`src/rtl/mem_ctrl_if.sv`:
```
// Bundle of request, response and external RAM signals seen by mem_ctrl.
// The controller uses the slave view; the environment drives the master view.
interface mem_ctrl_if;
   logic        rdy;
   logic        has_misbranch;
   logic        read_mem;
   logic        write_mem;
   logic [31:0] mem_addr;
   logic [2:0]  Byte_num;
   logic [31:0] write_data;
   logic        in_mem_ready;
   logic [31:0] in_mem_data;
   logic        if_req;
   logic [31:0] if_addr;
   logic        if_ready;
   logic [31:0] if_data;
   logic [7:0]  mem_din;
   logic [7:0]  mem_dout;
   logic [31:0] mem_a;
   logic        mem_wr;
   logic        io_buffer_full;

   modport slave (
      input  rdy, has_misbranch, read_mem, write_mem, mem_addr, Byte_num, write_data,
             if_req, if_addr, mem_din, io_buffer_full,
      output in_mem_ready, in_mem_data, if_ready, if_data, mem_dout, mem_a, mem_wr
   );

   modport master (
      output rdy, has_misbranch, read_mem, write_mem, mem_addr, Byte_num, write_data,
             if_req, if_addr, mem_din, io_buffer_full,
      input  in_mem_ready, in_mem_data, if_ready, if_data, mem_dout, mem_a, mem_wr
   );
endinterface

```
`src/rtl/mem_ctrl.sv`:
```
// Serialises load/store and fetch requests into byte transfers on the external RAM
// port; load/store has priority, a misbranch kills reads but never a store.
module mem_ctrl (
   input  logic clk,
   input  logic rst,
   mem_ctrl_if.slave bus
);

   typedef enum logic [1:0] {IDLE, READ, WRITE} state_e;

   typedef struct packed {
      logic [31:0] addr;
      logic [2:0]  size;
      logic [31:0] wdata;
      logic        wr;
   } ls_req_t;

   state_e      state_q, state_d;
   logic [2:0]  cnt_q, cnt_d;
   logic        ls_pend_q, ls_pend_d;
   ls_req_t     ls_q, ls_d;
   logic        if_pend_q, if_pend_d;
   logic [31:0] if_addr_q, if_addr_d;
   logic [31:0] cur_addr_q, cur_addr_d;
   logic [2:0]  cur_size_q, cur_size_d;
   logic [31:0] cur_wdata_q, cur_wdata_d;
   logic        cur_fetch_q, cur_fetch_d;
   logic [31:0] acc_q, acc_d;
   logic [31:0] mem_a_q, mem_a_d;
   logic [7:0]  mem_dout_q, mem_dout_d;
   logic        mem_wr_q, mem_wr_d;
   logic        ls_rdy_q, ls_rdy_d;
   logic [31:0] ls_data_q, ls_data_d;
   logic        if_rdy_q, if_rdy_d;
   logic [31:0] if_data_q, if_data_d;

   logic        misb, last, io_block, ls_go;
   logic [2:0]  cnt_nx;

   assign misb     = bus.has_misbranch;
   assign cnt_nx   = cnt_q + 3'd1;
   assign last     = ({1'b0, cnt_q} + 4'd1) >= {1'b0, cur_size_q};
   // UART-mapped stores wait while the UART buffer is full
   assign io_block = ls_q.wr && (ls_q.addr[17:16] == 2'b11) && bus.io_buffer_full;
   assign ls_go    = ls_pend_q && !io_block && (ls_q.wr || !misb);

   always_comb begin
      state_d     = state_q;
      cnt_d       = cnt_q;
      ls_pend_d   = ls_pend_q;
      ls_d        = ls_q;
      if_pend_d   = if_pend_q;
      if_addr_d   = if_addr_q;
      cur_addr_d  = cur_addr_q;
      cur_size_d  = cur_size_q;
      cur_wdata_d = cur_wdata_q;
      cur_fetch_d = cur_fetch_q;
      acc_d       = acc_q;
      mem_a_d     = mem_a_q;
      mem_dout_d  = mem_dout_q;
      mem_wr_d    = mem_wr_q;
      ls_rdy_d    = 1'b0;
      ls_data_d   = ls_data_q;
      if_rdy_d    = 1'b0;
      if_data_d   = if_data_q;

      if (bus.rdy) begin
         unique case (state_q)
            IDLE: begin
               if (ls_go) begin
                  ls_pend_d   = 1'b0;
                  cur_addr_d  = ls_q.addr;
                  cur_size_d  = ls_q.size;
                  cur_wdata_d = ls_q.wdata;
                  cur_fetch_d = 1'b0;
                  cnt_d       = 3'd0;
                  acc_d       = 32'd0;
                  mem_a_d     = ls_q.addr;
                  if (ls_q.wr) begin
                     state_d    = WRITE;
                     mem_dout_d = ls_q.wdata[7:0];
                     mem_wr_d   = 1'b1;
                  end else begin
                     state_d    = READ;
                  end
               end else if (if_pend_q && !misb) begin
                  if_pend_d   = 1'b0;
                  cur_addr_d  = if_addr_q;
                  cur_size_d  = 3'd4;
                  cur_wdata_d = 32'd0;
                  cur_fetch_d = 1'b1;
                  cnt_d       = 3'd0;
                  acc_d       = 32'd0;
                  mem_a_d     = if_addr_q;
                  state_d     = READ;
               end
            end
            READ: begin
               if (misb) begin
                  state_d = IDLE;
               end else begin
                  // byte for mem_a driven last edge is on mem_din now
                  acc_d[{cnt_q[1:0], 3'b000} +: 8] = bus.mem_din;
                  if (last) begin
                     state_d = IDLE;
                     if (cur_fetch_q) begin
                        if_rdy_d  = 1'b1;
                        if_data_d = acc_d;
                     end else begin
                        ls_rdy_d  = 1'b1;
                        ls_data_d = acc_d;
                     end
                  end else begin
                     cnt_d   = cnt_nx;
                     mem_a_d = cur_addr_q + {29'd0, cnt_nx};
                  end
               end
            end
            WRITE: begin
               if (last) begin
                  state_d   = IDLE;
                  mem_wr_d  = 1'b0;
                  ls_rdy_d  = 1'b1;
                  ls_data_d = 32'd0;
               end else begin
                  cnt_d      = cnt_nx;
                  mem_a_d    = cur_addr_q + {29'd0, cnt_nx};
                  mem_dout_d = cur_wdata_q[{cnt_nx[1:0], 3'b000} +: 8];
                  mem_wr_d   = 1'b1;
               end
            end
            default: state_d = IDLE;
         endcase

         if (misb) begin
            if_pend_d = 1'b0;
            if (!ls_q.wr) ls_pend_d = 1'b0;
         end

         // new pulses are latched after the flush so a same-cycle store survives
         if (bus.write_mem) begin
            ls_pend_d = 1'b1;
            ls_d      = '{addr: bus.mem_addr, size: bus.Byte_num, wdata: bus.write_data, wr: 1'b1};
         end else if (bus.read_mem && !misb) begin
            ls_pend_d = 1'b1;
            ls_d      = '{addr: bus.mem_addr, size: bus.Byte_num, wdata: bus.write_data, wr: 1'b0};
         end
         if (bus.if_req && !misb) begin
            if_pend_d = 1'b1;
            if_addr_d = bus.if_addr;
         end
      end
   end

   always_ff @(posedge clk) begin
      if (rst) begin
         state_q     <= IDLE;
         cnt_q       <= 3'd0;
         ls_pend_q   <= 1'b0;
         ls_q        <= '0;
         if_pend_q   <= 1'b0;
         if_addr_q   <= 32'd0;
         cur_addr_q  <= 32'd0;
         cur_size_q  <= 3'd0;
         cur_wdata_q <= 32'd0;
         cur_fetch_q <= 1'b0;
         acc_q       <= 32'd0;
         mem_a_q     <= 32'd0;
         mem_dout_q  <= 8'd0;
         mem_wr_q    <= 1'b0;
         ls_rdy_q    <= 1'b0;
         ls_data_q   <= 32'd0;
         if_rdy_q    <= 1'b0;
         if_data_q   <= 32'd0;
      end else begin
         state_q     <= state_d;
         cnt_q       <= cnt_d;
         ls_pend_q   <= ls_pend_d;
         ls_q        <= ls_d;
         if_pend_q   <= if_pend_d;
         if_addr_q   <= if_addr_d;
         cur_addr_q  <= cur_addr_d;
         cur_size_q  <= cur_size_d;
         cur_wdata_q <= cur_wdata_d;
         cur_fetch_q <= cur_fetch_d;
         acc_q       <= acc_d;
         mem_a_q     <= mem_a_d;
         mem_dout_q  <= mem_dout_d;
         mem_wr_q    <= mem_wr_d;
         ls_rdy_q    <= ls_rdy_d;
         ls_data_q   <= ls_data_d;
         if_rdy_q    <= if_rdy_d;
         if_data_q   <= if_data_d;
      end
   end

   assign bus.mem_a        = mem_a_q;
   assign bus.mem_dout     = mem_dout_q;
   assign bus.mem_wr       = mem_wr_q & bus.rdy;
   assign bus.in_mem_ready = ls_rdy_q;
   assign bus.in_mem_data  = ls_data_q;
   assign bus.if_ready     = if_rdy_q;
   assign bus.if_data      = if_data_q;

endmodule

```
`src/flat_wrapper.sv`:
```
// flat-port wrapper written by rule: the top's interface ports become plain ports
module mem_ctrl_flat 
  (clk, rst, bus_rdy, bus_has_misbranch, bus_read_mem, bus_write_mem, bus_mem_addr, bus_Byte_num, bus_write_data, bus_if_req, bus_if_addr, bus_mem_din, bus_io_buffer_full, bus_in_mem_ready, bus_in_mem_data, bus_if_ready, bus_if_data, bus_mem_dout, bus_mem_a, bus_mem_wr);
  mem_ctrl_if bus_i ();
  input  logic clk;
  input  logic rst;
  input wire logic [$bits(bus_i.rdy)-1:0] bus_rdy;
  input wire logic [$bits(bus_i.has_misbranch)-1:0] bus_has_misbranch;
  input wire logic [$bits(bus_i.read_mem)-1:0] bus_read_mem;
  input wire logic [$bits(bus_i.write_mem)-1:0] bus_write_mem;
  input wire logic [$bits(bus_i.mem_addr)-1:0] bus_mem_addr;
  input wire logic [$bits(bus_i.Byte_num)-1:0] bus_Byte_num;
  input wire logic [$bits(bus_i.write_data)-1:0] bus_write_data;
  input wire logic [$bits(bus_i.if_req)-1:0] bus_if_req;
  input wire logic [$bits(bus_i.if_addr)-1:0] bus_if_addr;
  input wire logic [$bits(bus_i.mem_din)-1:0] bus_mem_din;
  input wire logic [$bits(bus_i.io_buffer_full)-1:0] bus_io_buffer_full;
  output wire logic [$bits(bus_i.in_mem_ready)-1:0] bus_in_mem_ready;
  output wire logic [$bits(bus_i.in_mem_data)-1:0] bus_in_mem_data;
  output wire logic [$bits(bus_i.if_ready)-1:0] bus_if_ready;
  output wire logic [$bits(bus_i.if_data)-1:0] bus_if_data;
  output wire logic [$bits(bus_i.mem_dout)-1:0] bus_mem_dout;
  output wire logic [$bits(bus_i.mem_a)-1:0] bus_mem_a;
  output wire logic [$bits(bus_i.mem_wr)-1:0] bus_mem_wr;
  assign bus_i.rdy = bus_rdy;
  assign bus_i.has_misbranch = bus_has_misbranch;
  assign bus_i.read_mem = bus_read_mem;
  assign bus_i.write_mem = bus_write_mem;
  assign bus_i.mem_addr = bus_mem_addr;
  assign bus_i.Byte_num = bus_Byte_num;
  assign bus_i.write_data = bus_write_data;
  assign bus_i.if_req = bus_if_req;
  assign bus_i.if_addr = bus_if_addr;
  assign bus_i.mem_din = bus_mem_din;
  assign bus_i.io_buffer_full = bus_io_buffer_full;
  assign bus_in_mem_ready = bus_i.in_mem_ready;
  assign bus_in_mem_data = bus_i.in_mem_data;
  assign bus_if_ready = bus_i.if_ready;
  assign bus_if_data = bus_i.if_data;
  assign bus_mem_dout = bus_i.mem_dout;
  assign bus_mem_a = bus_i.mem_a;
  assign bus_mem_wr = bus_i.mem_wr;
  mem_ctrl u_core (.clk(clk), .rst(rst), .bus(bus_i));
endmodule
```
`config.mk`:
```
export PLATFORM = sky130hd
export DESIGN_NAME = mem_ctrl_flat
export DESIGN_NICKNAME = d
export VERILOG_FILES = /design/src/rtl/mem_ctrl_if.sv /design/src/rtl/mem_ctrl.sv /design/src/flat_wrapper.sv
export SDC_FILE = /design/constraint.sdc
export NUM_CORES = 1
export LEC_CHECK = 0
export ABC_AREA = 1
export CAP_MARGIN = 30
export CORE_ASPECT_RATIO = 1.5
export CORE_MARGIN = 3
export CORE_UTILIZATION = 58
export CTS_CLUSTER_SIZE = 16
export DETAILED_ROUTE_END_ITERATION = 8
export PLACE_DENSITY = 0.89
export SYNTH_ARGS = -nofsm -noshare
export SYNTH_HDL_FRONTEND = slang
export SYNTH_SLANG_ARGS = --single-unit
```
`constraint.sdc`:
```
create_clock -name clk -period 5.6 [get_ports clk]
set_clock_uncertainty 0.2 [all_clocks]
set_input_delay 0.56 -clock clk [delete_from_list [all_inputs] [get_ports clk]]
set_output_delay 0.56 -clock clk [all_outputs]
set_load 0.05 [all_outputs]
```
Word-level counts from Yosys, hierarchy flattened
Index checks and enable logic that the tools add are counted.
{ "classes": {"n_eq_ne": 12, "reduce_logical": 32, "magnitude_cmp": 1, "n_addsub": 4, "mux": 58, "bitwise": 5, "shifts": 3} }
{ "ops": {"columns": ["operator", "n"], "rows": [
  ["$mux 32", 12],
  ["$mux 68", 2],
  ["$pmux 32 s2", 2],
  ["$pmux 32 s3", 1],
  ["$add 32x3->32", 1],
  ["$bwmux 32", 1],
  ["$shift 8x7->32 const A", 1],
  ["$shiftx 32x6->8", 1],
  ["$shiftx 8x7->32", 1],
  ["$mux 8", 3],
  ["$mux 1", 21],
  ["$mux 3", 6],
  ["$pmux 8 s2", 1],
  ["$reduce_and 4->1", 4],
  ["$mux 2", 5],
  ["$reduce_and 5->1", 2],
  ["$reduce_bool 2->1", 5],
  ["$pmux 3 s3", 1],
  ["$reduce_bool 3->1", 3],
  ["$ne 2x1->1 const B", 4],
  ["$logic_and 1x1->1", 7],
  ["$neg 5->7", 1],
  ["$ne 2x2->1 const B", 3],
  ["$pmux 2 s3", 1],
  ["other kinds (18)", 26]
]} }
{ "totals": {"regBits": 314, "out_inout_bits": 107, "word_cells": 136} }

Logic depth before layout (Yosys ltp)
Gate-level depths: netlist (run 1).
{ "logic_depth": {"ltp_word": 12, "mapped_depth": 15, "ltp_nobuf": 14} }

Worst setup path after synthesis (run 1)
No wires, ideal clock.
{ "synth_path": {"path_type": "register to register", "start": "register u_core.cnt_q[0]", "end": "register u_core.mem_a_q[14] (netlist: u_core.bus.mem_a[14])", "period_less_slack_ps": 2833, "path_slack_ps": 2767, "t_arrival_ps": 2515, "path_stages_with_launch": 14, "required_time_ps": 5282, "path_cell_list": "dfxtp_1 -> inv_1 -> clkbuf_1 -> ha_1 -> fa_1 -> nand3_1 -> nand2_1 -> nand2_1 -> nor2_1 -> or2_2 -> nand3_1 -> nand2_1 -> nor2_1 -> nor2_1"} }
{ "synth_via": {"elab_chain_cells": 5, "elab_cells_between_ends": 7} }
{ "synth_lines": {"columns": ["item", "line_no", "text"], "rows": [
  ["start, declared", "mem_ctrl.sv:19", "logic [2:0] cnt_q, cnt_d;"],
  ["start signal, assigned", "mem_ctrl.sv:177", "cnt_q <= cnt_d;"],
  ["$add 3x1->3 / $add 3x1->4 (equally long branches)", "mem_ctrl.sv:41, mem_ctrl.sv:42", null],
  ["$add 32x3->32 / $ge 4x3->1 (equally long branches)", "mem_ctrl.sv:115, mem_ctrl.sv:127, mem_ctrl.sv:42", null],
  ["$mux 32 (*)", "mem_ctrl.sv:104, mem_ctrl.sv:120", null],
  ["$mux 32", "mem_ctrl.sv:99", "if (misb) begin"],
  ["$pmux 32 s3 (*)", "mem_ctrl.sv:68", "unique case (state_q)"],
  ["end signal, assigned", "mem_ctrl.sv:187", "mem_a_q <= mem_a_d;"],
  ["end, declared", "mem_ctrl.sv:29", "logic [31:0] mem_a_q, mem_a_d;"]
]} }
Mark *: on every way between the ends. The rest lies on a longest branch, timed or not. The select of a mux whose other input is x is not followed.
A chain may end at the register's enable or synchronous reset.

Worst setup path after layout (run 1)
Same ends and word-level chain as after synthesis.

==> metrics.md, run 1 <==
| Metric | Value |
|---|---|
| Worst reg-to-reg setup slack | roughly 1300 ps |
| Nature of the critical path endpoint | flop |
| Worst hold path class | reg -> reg |
| Post-route ant nets | 0 |
| Core area | about 0.023 sq mm |
| Initial DRC Count | roughly 1300 |
| Root buf cell | clkbuf_16 |
| WL final | about 42000 um |
| Endpoints failing hold | 0 |
| GRT Util Overall | slightly above 30% |
| IO buf count | approximately 220 |
| Leak | 6.38 nW |
| # fillers | approximately 1900 |
| CTS tree | built |
| Residual DRC | 0 |
| Die Span X | 132 um |
| Die H | ~200 um |
| Post-synth EDFFs | 0 |
| Ys flop type | dfxtp_1 |
| Cell variety after synth | 37 |
| Starting Density | 59.5% |
| Sequential share of the synthesized area | between 40% and 50% |
| Setup bufs post-CTS | 0 |
| Async SR Flop Fraction | 0% |
| Period utilization | ~77% |
| Fin nets | between 2000 and 2500 |
| Mean Syn Cell Area | ~7 sq um |
| Syn nets | ~2100 |
| Via-per-instance ratio | about 5.7 |
| Area of the multi-input gates | approximately 0.0064 sq mm |
| H-tree depth | 1 |
| Yosys reg bits | between 300 and 400 |
| Cts repair resizes | 0 |
| Max Clk Rate | 233 MHz |
| Inserted Clock Buffers | 29 |
| Max Cap Violations | 0 |
| Setup violators final | 0 |
| CP required | roughly 5800 ps |
| Area of the mapped netlist | 0.0138 sq mm |
| DRT Pass-1 Iters | 5 |
| Commonest non-fill, non-tap cells in the layout | 411 x nand2_1, 354 x nor2_1, 314 x dfxtp_1 |
| Worst setup SP type | flop |
| Max-slew violations | 0 |
| CP arrival | roughly 4500 ps |
| RePlAce Congestion | approximately 0.95 |
| CTS Sinks | about 310 |
| Setup_tns | 0 ps |
| Critical path class | reg -> reg |
| Max IR drop VDD | between 0.2 and 0.3 mV |
| Syn-to-layout area delta | 23.5% |
| Initial antenna violation count | 1 |
| Gr ovfl total | 0 |
| # diodes | 0 |
| Drt wl/cell | approximately 17 um |
| Total number of vias | 14000 |
| Hold slack | roughly 260 ps |
| Num rows | a little under 70 |
| First-pass GRT wire length | around 67000 um |
| Commonest non-fill, non-tap cell in the layout | nand2_1 |
| Hold buffers post-CTS | 0 |
| Vias in the first global route | between 10000 and 15000 |
| Yosys warning count | 0 |
| Largest net degree at the start of global routing | between 100 and 150 |
| Post-DP HPWL | ~29000 um |
| Die area | 0.0258 sq mm |
| RSZ-0062 raised after global routing | false |
| Sequential cell area | ~0.0063 sq mm |
| Synthesized instance count | a little under 2000 |
| Worst slew margin | between 30% and 40% |
| Worst-margin pin slew | roughly 980 ps |
| Status | finished clean |
| Fin crit period | between 4000 and 5000 ps |
| Boundary Pins | around 220 |
| Share of cells above drive strength 1 | around 4.3% |
| Clock Tree Buf Depth | 3 |
| CTS clk-pin slew, worst paths | 70 ps |
| Skew-Pair Late Insertion Delay | about 550 ps |
| Power per cell area | between 300 and 400 mW/mm^2 |
| Crit Path Max Fanout | between 40 and 50 |
cell families (layout without fill, tap and decap cells):
group / count (synthesis) / after routing / synth area share [%]
AOI/OAI and AO/OA: 460 / 460 / 17.8
DFF: 314 / 314 / 45.5
buffers and inverters: 275 / 437 / 7.98
xor gates and xnor gates: 3 / 3 / 0.190
and+or+nand+nor: 918 / 918 / 27.0
adders and majority gates: 17 / 17 / 1.59
cell type report:
cell class / count / share of cell area (%)
clock buffer: 35 / 4.61
clock inverter: 18 / 1.23
tap: 315 / 2.31
timing repair buffer: 240 / 14.2
inverter: 144 / 3.18
sequential: 314 / 36.8
multi-input combinational: 1398 / 37.7
report_power, final:
group	switching (mW)	total, mW	leakage, nW	internal [mW]
sequential	0.0657	2.40	2.56	2.33
clock	0.880	2.07	0.493	1.19
combinational	0.486	0.733	3.33	0.247
synthesized netlist by cell type (2+ instances only):
master | instances | share of area (%)
buf_6 | 3 | 0.24
or2_2 | 3 | 0.14
buf_1 | 4 | 0.11
o21ai_1 | 10 | 0.36
o22ai_1 | 42 | 1.9
nand2_1 | 412 | 11
o21bai_1 | 3 | 0.16
dfxtp_1 | 314 | 45
buf_4 | 4 | 0.22
nand3_1 | 91 | 3.3
a211oi_1 | 19 | 1.0
nor2_1 | 354 | 9.6
clkbuf_1 | 94 | 2.6
a21oi_4 | 2 | 0.24
xor2_1 | 3 | 0.19
inv_1 | 138 | 3.7
a21oi_1 | 187 | 6.8
o21ai_0 | 191 | 6.9
ha_1 | 16 | 1.4
buf_2 | 26 | 0.94
o211ai_1 | 2 | 0.11
nor3_1 | 2 | 0.072
inv_2 | 5 | 0.14
a21oi_2 | 2 | 0.13
nand4_1 | 48 | 2.2
registers in the layout (all words and copies together), names as in the netlist, 2 cells and up:
register,cells
u_core.cur_wdata_q,32
u_core.acc_q,32
u_core.if_addr_q,32
u_core.cur_addr_q,32
u_core.bus.in_mem_data,32
u_core.cnt_q,3
u_core.cur_size_q,3
u_core.state_q,2
u_core.ls_q,68
u_core.bus.if_data,32
u_core.bus.mem_a,32
u_core.bus.mem_dout,8
final timing paths:
| path | depth (start not counted) | end | from |
|---|---|---|---|
| worst min register to register | 2 | u_core.if_addr_q[20] | u_core.if_addr_q[20] |
| worst max-delay path | 13 | u_core.bus.mem_a[14] | u_core.cnt_q[0] |
| worst max register to register | 13 | u_core.bus.mem_a[14] | u_core.cnt_q[0] |
| worst min-delay path | 2 | u_core.if_addr_q[20] | u_core.if_addr_q[20] |
worst max-delay path, cell delays in order, from the launching register on:
cell and delay [ps]:
dfxtp_1 300, buf_4 220, inv_1 650, ha_1 370
ha_1 280, o21ai_0 80, nand2_1 60, nand2_1 60
nand2_1 160, nand2_1 90, nand2_2 670, clkinv_2 590
o21ai_0 340, nor2_1 90
layer usage:
layer / track usage, % / wire length (um) / part of all wire [%]
met1: 35.5 / 15700 / 37
met2: 55.0 / 20700 / 49
met3: 4.10 / 2910 / 6.9
met4: 17.8 / 2670 / 6.4
met5: 0 / 8 / 0.019
through the flow:
stage / instances / area (sq um) / power [mW] / utilization (%) / setup WS (ps)
6_report: 2464 / 17100 / 5.20 / 73.5 / 1310
4_1_cts: 2462 / 17000 / 5.20 / 73.3 / 1340
3_3_place_gp: 2407 / 16000 / 3.14 / 68.8 / 1500
2_1_floorplan: 1987 / 13800 / 2.89 / - / 2770
3_5_place_dp: 2409 / 16000 / 3.16 / 69.0 / 1390
5_1_grt: 2464 / 17100 / 5.36 / 73.5 / 988
(Power assumes the default switching activity.)
==> run 2: changes to the inputs <==
CORE_UTILIZATION = 49   (was 58)
PLACE_DENSITY = 0.8   (was 0.89)
clock period = 3.6 ns   (was 5.6 ns; I/O delays follow)
==> run 2 against run 1 <==
Compared with the run above: clock power up 66%; sequential power up 55%; sequential cell count unchanged; non-clock buffer count up 10; final cell count up 1.7%; count of clock-buffer cells in the layout up 9; register-to-register slack worse by 900 ps; die area up 18%; final area up 1.0%; via count down 2.0%; critical path type unchanged; critical endpoint is now u_core.bus.mem_a[12]; largest power group unchanged; highest routed layer is now met4.
==> metrics.md, run 2 (same netlist as run 1, synthesis figures left out) <==
| Metric | Value |
|---|---|
| Status | finished clean |
| Internal power | 6.04 mW (+60%) |
| Power per cell area | 482 mW/mm^2 (+58%) |
| Clock Tree Buf Depth | 3 (unchanged) |
| Setup bufs post-CTS | 0 (unchanged) |
| Buf/Inv on CP | 2 (-1) |
| Initial antenna violation count | 1 (unchanged) |
| Critical path class | reg -> reg |
| Commonest non-fill, non-tap cells in the layout | 411 x nand2_1, 354 x nor2_1, 314 x dfxtp_1 |
| Inserted Clock Buffers | 31 (+6.9%) |
| Max IR drop VDD | 0.350 mV (+21%) |
| Total chip power | 8.32 mW (+60%) |
| CTS tree | built |
| Fin crit period | 3190 ps (-1100 ps) |
| Fin nets | 2271 (+0.53%) |
| Sequential cell area | 0.00629 sq mm (unchanged) |
| Largest net degree at the start of global routing | 80 (-25%) |
| CP Cell Sequence | inv_1 > ha_1 > ha_1 > o21ai_0 > nand2_1 > nand2_1 > nand2_1 > nand2_1 > nand2_2 > clkinv_2 > o21ai_0 > nor2_1 |
| Gr ovfl total | 0 (unchanged) |
| Via-per-instance ratio | 5.48 (-3.7%) |
| Placed instance count | 2447 (+1.6%) |
| Cts repair resizes | 0 (unchanged) |
| Logic pwr share | 13.8% (-0.3 points) |
| Total number of vias | 13700 (-2.0%) |
| Max Clk Rate | 313 MHz (+35%) |
| Met3 Track Usage GR | 3.44% (-0.66 points) |
| Syn-to-layout area delta | 24.8% |
| H-tree depth | 1 (unchanged) |
| Met1 layer usage reported by global route | 33.9% (-1.7 points) |
| Max-slew violations | 0 (unchanged) |
| # fillers | 2499 (+34%) |
| Worst setup SP type | flop |
| Setup violators final | 0 (unchanged) |
| Final Instance Area | 0.0173 sq mm (+1.0%) |
| Drt wl/cell | 17.3 um (+1.9%) |
| Switching share of total power | 27.4% (-0.12 points) |
| Max Cap Violations | 0 (unchanged) |
| RSZ-0062 raised after global routing | false |
| Nature of the critical path endpoint | flop |
| Leak | 6.46 nW (+1.3%) |
| Root buf cell | clkbuf_16 |
| Skew-Pair Late Insertion Delay | 570 ps (+20 ps) |
| Area of the multi-input gates | 0.00644 sq mm (unchanged) |
| Worst-margin pin slew | 947 ps (-30.9 ps) |
| Period utilization | 88.6% (+12 points) |
| Reg power frac | 44.8% (-1.3 points) |
| Residual DRC | 0 (unchanged) |
| Worst hold path class | in -> reg |
| Post-route ant nets | 0 (unchanged) |
| Placed inst area | 0.0161 sq mm (+0.68%) |
| Share of cells above drive strength 1 | 4.94% (+0.62 points) |
| CP required | 3860 ps (-1970 ps) |
| Post-DP HPWL | 31100 um (+7.0%) |
| Fin cells | 2507 (+1.7%) |
| Worst slew margin | 36.9% (+2.1 points) |
| Top cell family by delay on the critical path | simple AND/OR/NAND/NOR gates |
| Boundary Pins | 222 (unchanged) |
| WL final | 43500 um (+3.7%) |
| Largest register FFs | 68 (unchanged) |
| Core area | 0.0275 sq mm (+18%) |
| Starting Density | 50.3% (-9.2 points) |
| Initial DRC Count | 973 (-24%) |
| Slowest-stage cell, CP | dfxtp_1 |
| Final Util | 62.7% (-11 points) |
| Met2 Usage GRT | 49.3% (-5.7 points) |
| Most flops, register | u_core.ls_q |
| Crit Path Max Fanout | 25 (-46%) |
| CP arrival | 3450 ps (-1080 ps) |
| Most common cell on crit path | nand2_1 |
| DRT Pass-1 Iters | 5 (unchanged) |
| Sw Pwr | 2.28 mW (+59%) |
| Commonest non-fill, non-tap cell in the layout | nand2_1 |
| Die area | 0.0303 sq mm (+18%) |
| CTS Sinks | 314 (unchanged) |
| Vias in the first global route | 13000 (-2.4%) |
| Largest stage delay on the critical path | 480 ps (-190 ps) |
| IO buf count | 221 (unchanged) |
| Setup_tns | 0 ps (unchanged) |
| RePlAce Congestion | 0.941 (-0.97%) |
| Die H | 212 um (+8.5%) |
| First-pass GRT wire length | 68500 um (+2.8%) |
| Die Span X | 143 um (+8.4%) |
| Power share of the clock group | 41.4% (+1.6 points) |
| GRT Util Overall | 27.8% (-3.2 points) |
| Busiest grt layer | met2 |
| Num rows | 74 (+8.8%) |
| Endpoints failing hold | 0 (unchanged) |
| CTS clk-pin slew, worst paths | 70 ps (about the same) |
-- run 2: what timing repair did --
item	in CTS	in global routing
endpoints found under the setup margin	0	0
hold endpoints to repair	19	0
hold buffers	1	0
-- run 2: through the flow --
stage	hold slack, ps	setup WS [ps]
final	173	409
after global routing	170	156
after CTS	150	442
after detailed placement	245	330
after global placement	239	388
after floorplan	230	767
-- run 2: metal layers --
layer / share of wire [%] / up-vias
met5: 0 / -
met4: 4.2 / 0
met3: 6.4 / 79
met2: 51 / 539
met1: 39 / 6323
li1: - / 6788
-- run 2: path summary, 6_finish.rpt --
kind / slack, ps / cells after the start / from / endpoint
worst max-delay path: 410 / 12 / u_core.cnt_q[0] / u_core.bus.mem_a[12]
worst min-delay path: 170 / 3 / bus_mem_addr[6] / u_core.ls_q[42]
worst max register to register: 410 / 12 / u_core.cnt_q[0] / u_core.bus.mem_a[12]
worst min register to register: 250 / 2 / u_core.if_addr_q[3] / u_core.if_addr_q[3]
-- run 2: area by class of cell --
cell class              count  area share (%)
multi-input cells        1398            37.3
flip-flops and latches    314            36.4
repair buffers            250            14.2
clock buffers              44            5.42
inverters                 144            3.15
well taps                 342            2.48
clock inverters            14           0.936
diodes                      1          0.0145
-- run 2: power by group through the flow --
stage	combinational [mW]	clock (mW)	sequential (mW)
after detailed placement	1.13	0	3.80
after floorplan	0.600	0	3.89
final	1.15	3.44	3.73
after CTS	1.14	3.48	3.73
after global placement	1.12	0	3.80
after global routing	1.25	3.61	3.74
-- run 2: worst min-delay path: stages --
cell and delay, ps:
clkdlybuf4s50_1 390, nor2_1 100, nor2_1 50
==> run 3: changes to the inputs <==
ABC_CLOCK_PERIOD_IN_PS = 3600   (was default)
CTS_CLUSTER_SIZE = default   (was 16)
==> run 3 against run 2 <==
Compared with the run above: sequential share of layout area did not move; non-clock buffer count did not move; first-iteration DRC count down 0.72%; core utilization unchanged; critical path type unchanged; largest power group unchanged.
==> metrics.md, run 3 (same netlist as run 1, synthesis figures left out) <==
| Metric | Value |
|---|---|
| Total number of vias | 13700 (+0.12%) |
| Drt wl/cell | 17.4 um (+0.28%) |
| Initial antenna violation count | 1 (unchanged) |
| CP arrival | 3440 ps (about the same) |
| Endpoints failing hold | 0 (unchanged) |
| Largest register FFs | 68 (unchanged) |
| Most common cell on crit path | nand2_1 |
| H-tree depth | 1 (unchanged) |
| Worst setup SP type | flop |
| Hold worst-path end | u_core.ls_q[42] |
| Commonest non-fill, non-tap cells in the layout | 411 x nand2_1, 354 x nor2_1, 314 x dfxtp_1 |
| DRT Pass-1 Iters | 5 (unchanged) |
| Commonest non-fill, non-tap cell in the layout | nand2_1 |
| Total chip power | 8.32 mW (about the same) |
| Post-route ant nets | 0 (unchanged) |
| Worst slew margin | 37.4% (+0.49 points) |
| Fin nets | 2271 (unchanged) |
| FF-to-FF path depth | 12 (unchanged) |
| Max Cap Violations | 0 (unchanged) |
| Most flops, register | u_core.ls_q |
| GRT Util Overall | 27.8% (unchanged) |
| Hold path depth | 3 (unchanged) |
| Crit Path Max Fanout | 25 (unchanged) |
| CP Cell Sequence | inv_1 > ha_1 > ha_1 > o21ai_0 > nand2_1 > nand2_1 > nand2_1 > nand2_1 > nand2_2 > clkinv_2 > o21ai_0 > nor2_1 |
| Top cell family by delay on the critical path | simple AND/OR/NAND/NOR gates |
| IO buf count | 221 (unchanged) |
| Share of cells above drive strength 1 | 4.94% (unchanged) |
| Worst hold start | bus_mem_addr[6] |
| Via-per-instance ratio | 5.48 (+0.12%) |
| Vias in the first global route | 13000 (unchanged) |
| Max-slew violations | 0 (unchanged) |
| Boundary Pins | 222 (unchanged) |
| Status | finished clean |
| Initial DRC Count | 966 (-0.72%) |
| RePlAce Congestion | 0.941 (unchanged) |
| Critical R2R Launch | u_core.cnt_q[0] |
| CP required | 3860 ps (about the same) |
| Power per cell area | 482 mW/mm^2 (about the same) |
| Reg2reg end | u_core.bus.mem_a[12] |
| CTS tree | built |
| Residual DRC | 0 (unchanged) |
| Starting Density | 50.3% (unchanged) |
| Largest net degree at the start of global routing | 80 (unchanged) |
| Die Span X | 143 um (unchanged) |
| Worst-margin pin slew | 940 ps (-7.33 ps) |
| RSZ-0062 raised after global routing | false |
| Setup violators final | 0 (unchanged) |
| Inserted Clock Buffers | 31 (unchanged) |
| Clock Tree Buf Depth | 3 (unchanged) |
| Largest stage delay on the critical path | 490 ps (about the same) |
| Root buf cell | clkbuf_16 |
| Critical path class | reg -> reg |
| CTS Sinks | 314 (unchanged) |
| Die H | 212 um (unchanged) |
| Setup_tns | 0 ps (unchanged) |
| Max IR drop VDD | 0.349 mV (-0.40%) |
| First-pass GRT wire length | 68500 um (unchanged) |
| Slowest-stage cell, CP | dfxtp_1 |
| Buf/Inv on CP | 2 (unchanged) |
| Fin crit period | 3180 ps (-7.67 ps) |
| WL final | 43600 um (+0.28%) |
| Core area | 0.0275 sq mm (unchanged) |
| Skew-Pair Late Insertion Delay | 570 ps (about the same) |
| Period utilization | 88.4% (-0.21 points) |
| Die area | 0.0303 sq mm (unchanged) |
| CTS clk-pin slew, worst paths | 70 ps (about the same) |
| Worst hold path class | in -> reg |
| Gr ovfl total | 0 (unchanged) |
| Setup bufs post-CTS | 0 (unchanged) |
| Nature of the critical path endpoint | flop |
| Worst reg-to-reg setup slack | 420 ps (about the same) |
| Syn-to-layout area delta | 24.8% (unchanged) |
| Leak | 6.46 nW (unchanged) |
| Max Clk Rate | 314 MHz (+0.24%) |
| Post-DP HPWL | 31100 um (unchanged) |
| Num rows | 74 (unchanged) |
==> run 3: cell counts in the layout (fill, tap and decap cells not counted) <==
Identical to the previous run, type by type.
==> run 3: timing repair <==
item                      CTS  global route
hold endpoints to repair   19             0
gates resized for setup     0             0
hold buffers                1             0
==> run 3: routing by layer <==
metal	track usage [%]	share of wire [%]	wire, um	up-vias
met4	11.2	4.2	1820	0
met1	33.9	39	17000	6371
met5	0	0	0	-
met2	49.3	51	22100	512
met3	3.44	6.0	2640	79
li1	-	-	-	6783
==> run 3: through the flow <==
| stage | util (%) | setup slack (ps) | cell area, sq um | hold WS, ps | instances |
|---|---|---|---|---|---|
| 3_3_place_gp | 58.6 | 388 | 16100 | 239 | 2446 |
| 5_1_grt | 62.7 | 156 | 17300 | 170 | 2507 |
| 3_5_place_dp | 58.7 | 330 | 16100 | 245 | 2447 |
| 6_report | 62.7 | 417 | 17300 | 171 | 2507 |
| 2_1_floorplan | - | 767 | 13800 | 230 | 1987 |
| 4_1_cts | 62.7 | 442 | 17300 | 150 | 2506 |
==> run 3: final cells by class <==
| cell class | instances | area (sq um) |
|---|---|---|
| timing repair buffer | 250 | 2450 |
| clock inverter | 14 | 161 |
| sequential | 314 | 6290 |
| clock buffer | 44 | 935 |
| tap | 342 | 428 |
| inverter | 144 | 543 |
| antenna | 1 | 2.50 |
| multi-input combinational | 1398 | 6440 |
| fill | 2499 | 10200 |
==> run 3: worst max path at each step <==
stage / start / to / slack, ps / depth (start not counted)
after floorplan: u_core.cnt_q[0] / u_core.bus.mem_a[14] / 770 / 13
after global placement: bus_has_misbranch / u_core.bus.mem_a[16] / 390 / 8
after detailed placement: bus_has_misbranch / u_core.bus.mem_a[18] / 330 / 8
after CTS: u_core.cnt_q[0] / u_core.bus.mem_a[12] / 440 / 12
after global routing: u_core.cnt_q[0] / u_core.bus.mem_a[14] / 160 / 12
final: u_core.cnt_q[0] / u_core.bus.mem_a[12] / 420 / 12
==> run 3: tightest hold or removal path, stage by stage <==
cell             delay [ps]
clkdlybuf4s50_1         390
nor2_1                  100
nor2_1                   50
==> run 3: where the power goes <==
part | internal, mW | leakage [nW] | switching (mW)
Clock | 2.02 | 0.543 | 1.42
Combinational | 0.391 | 3.36 | 0.756
Sequential | 3.62 | 2.56 | 0.104
Total | 6.04 | 6.46 | 2.28
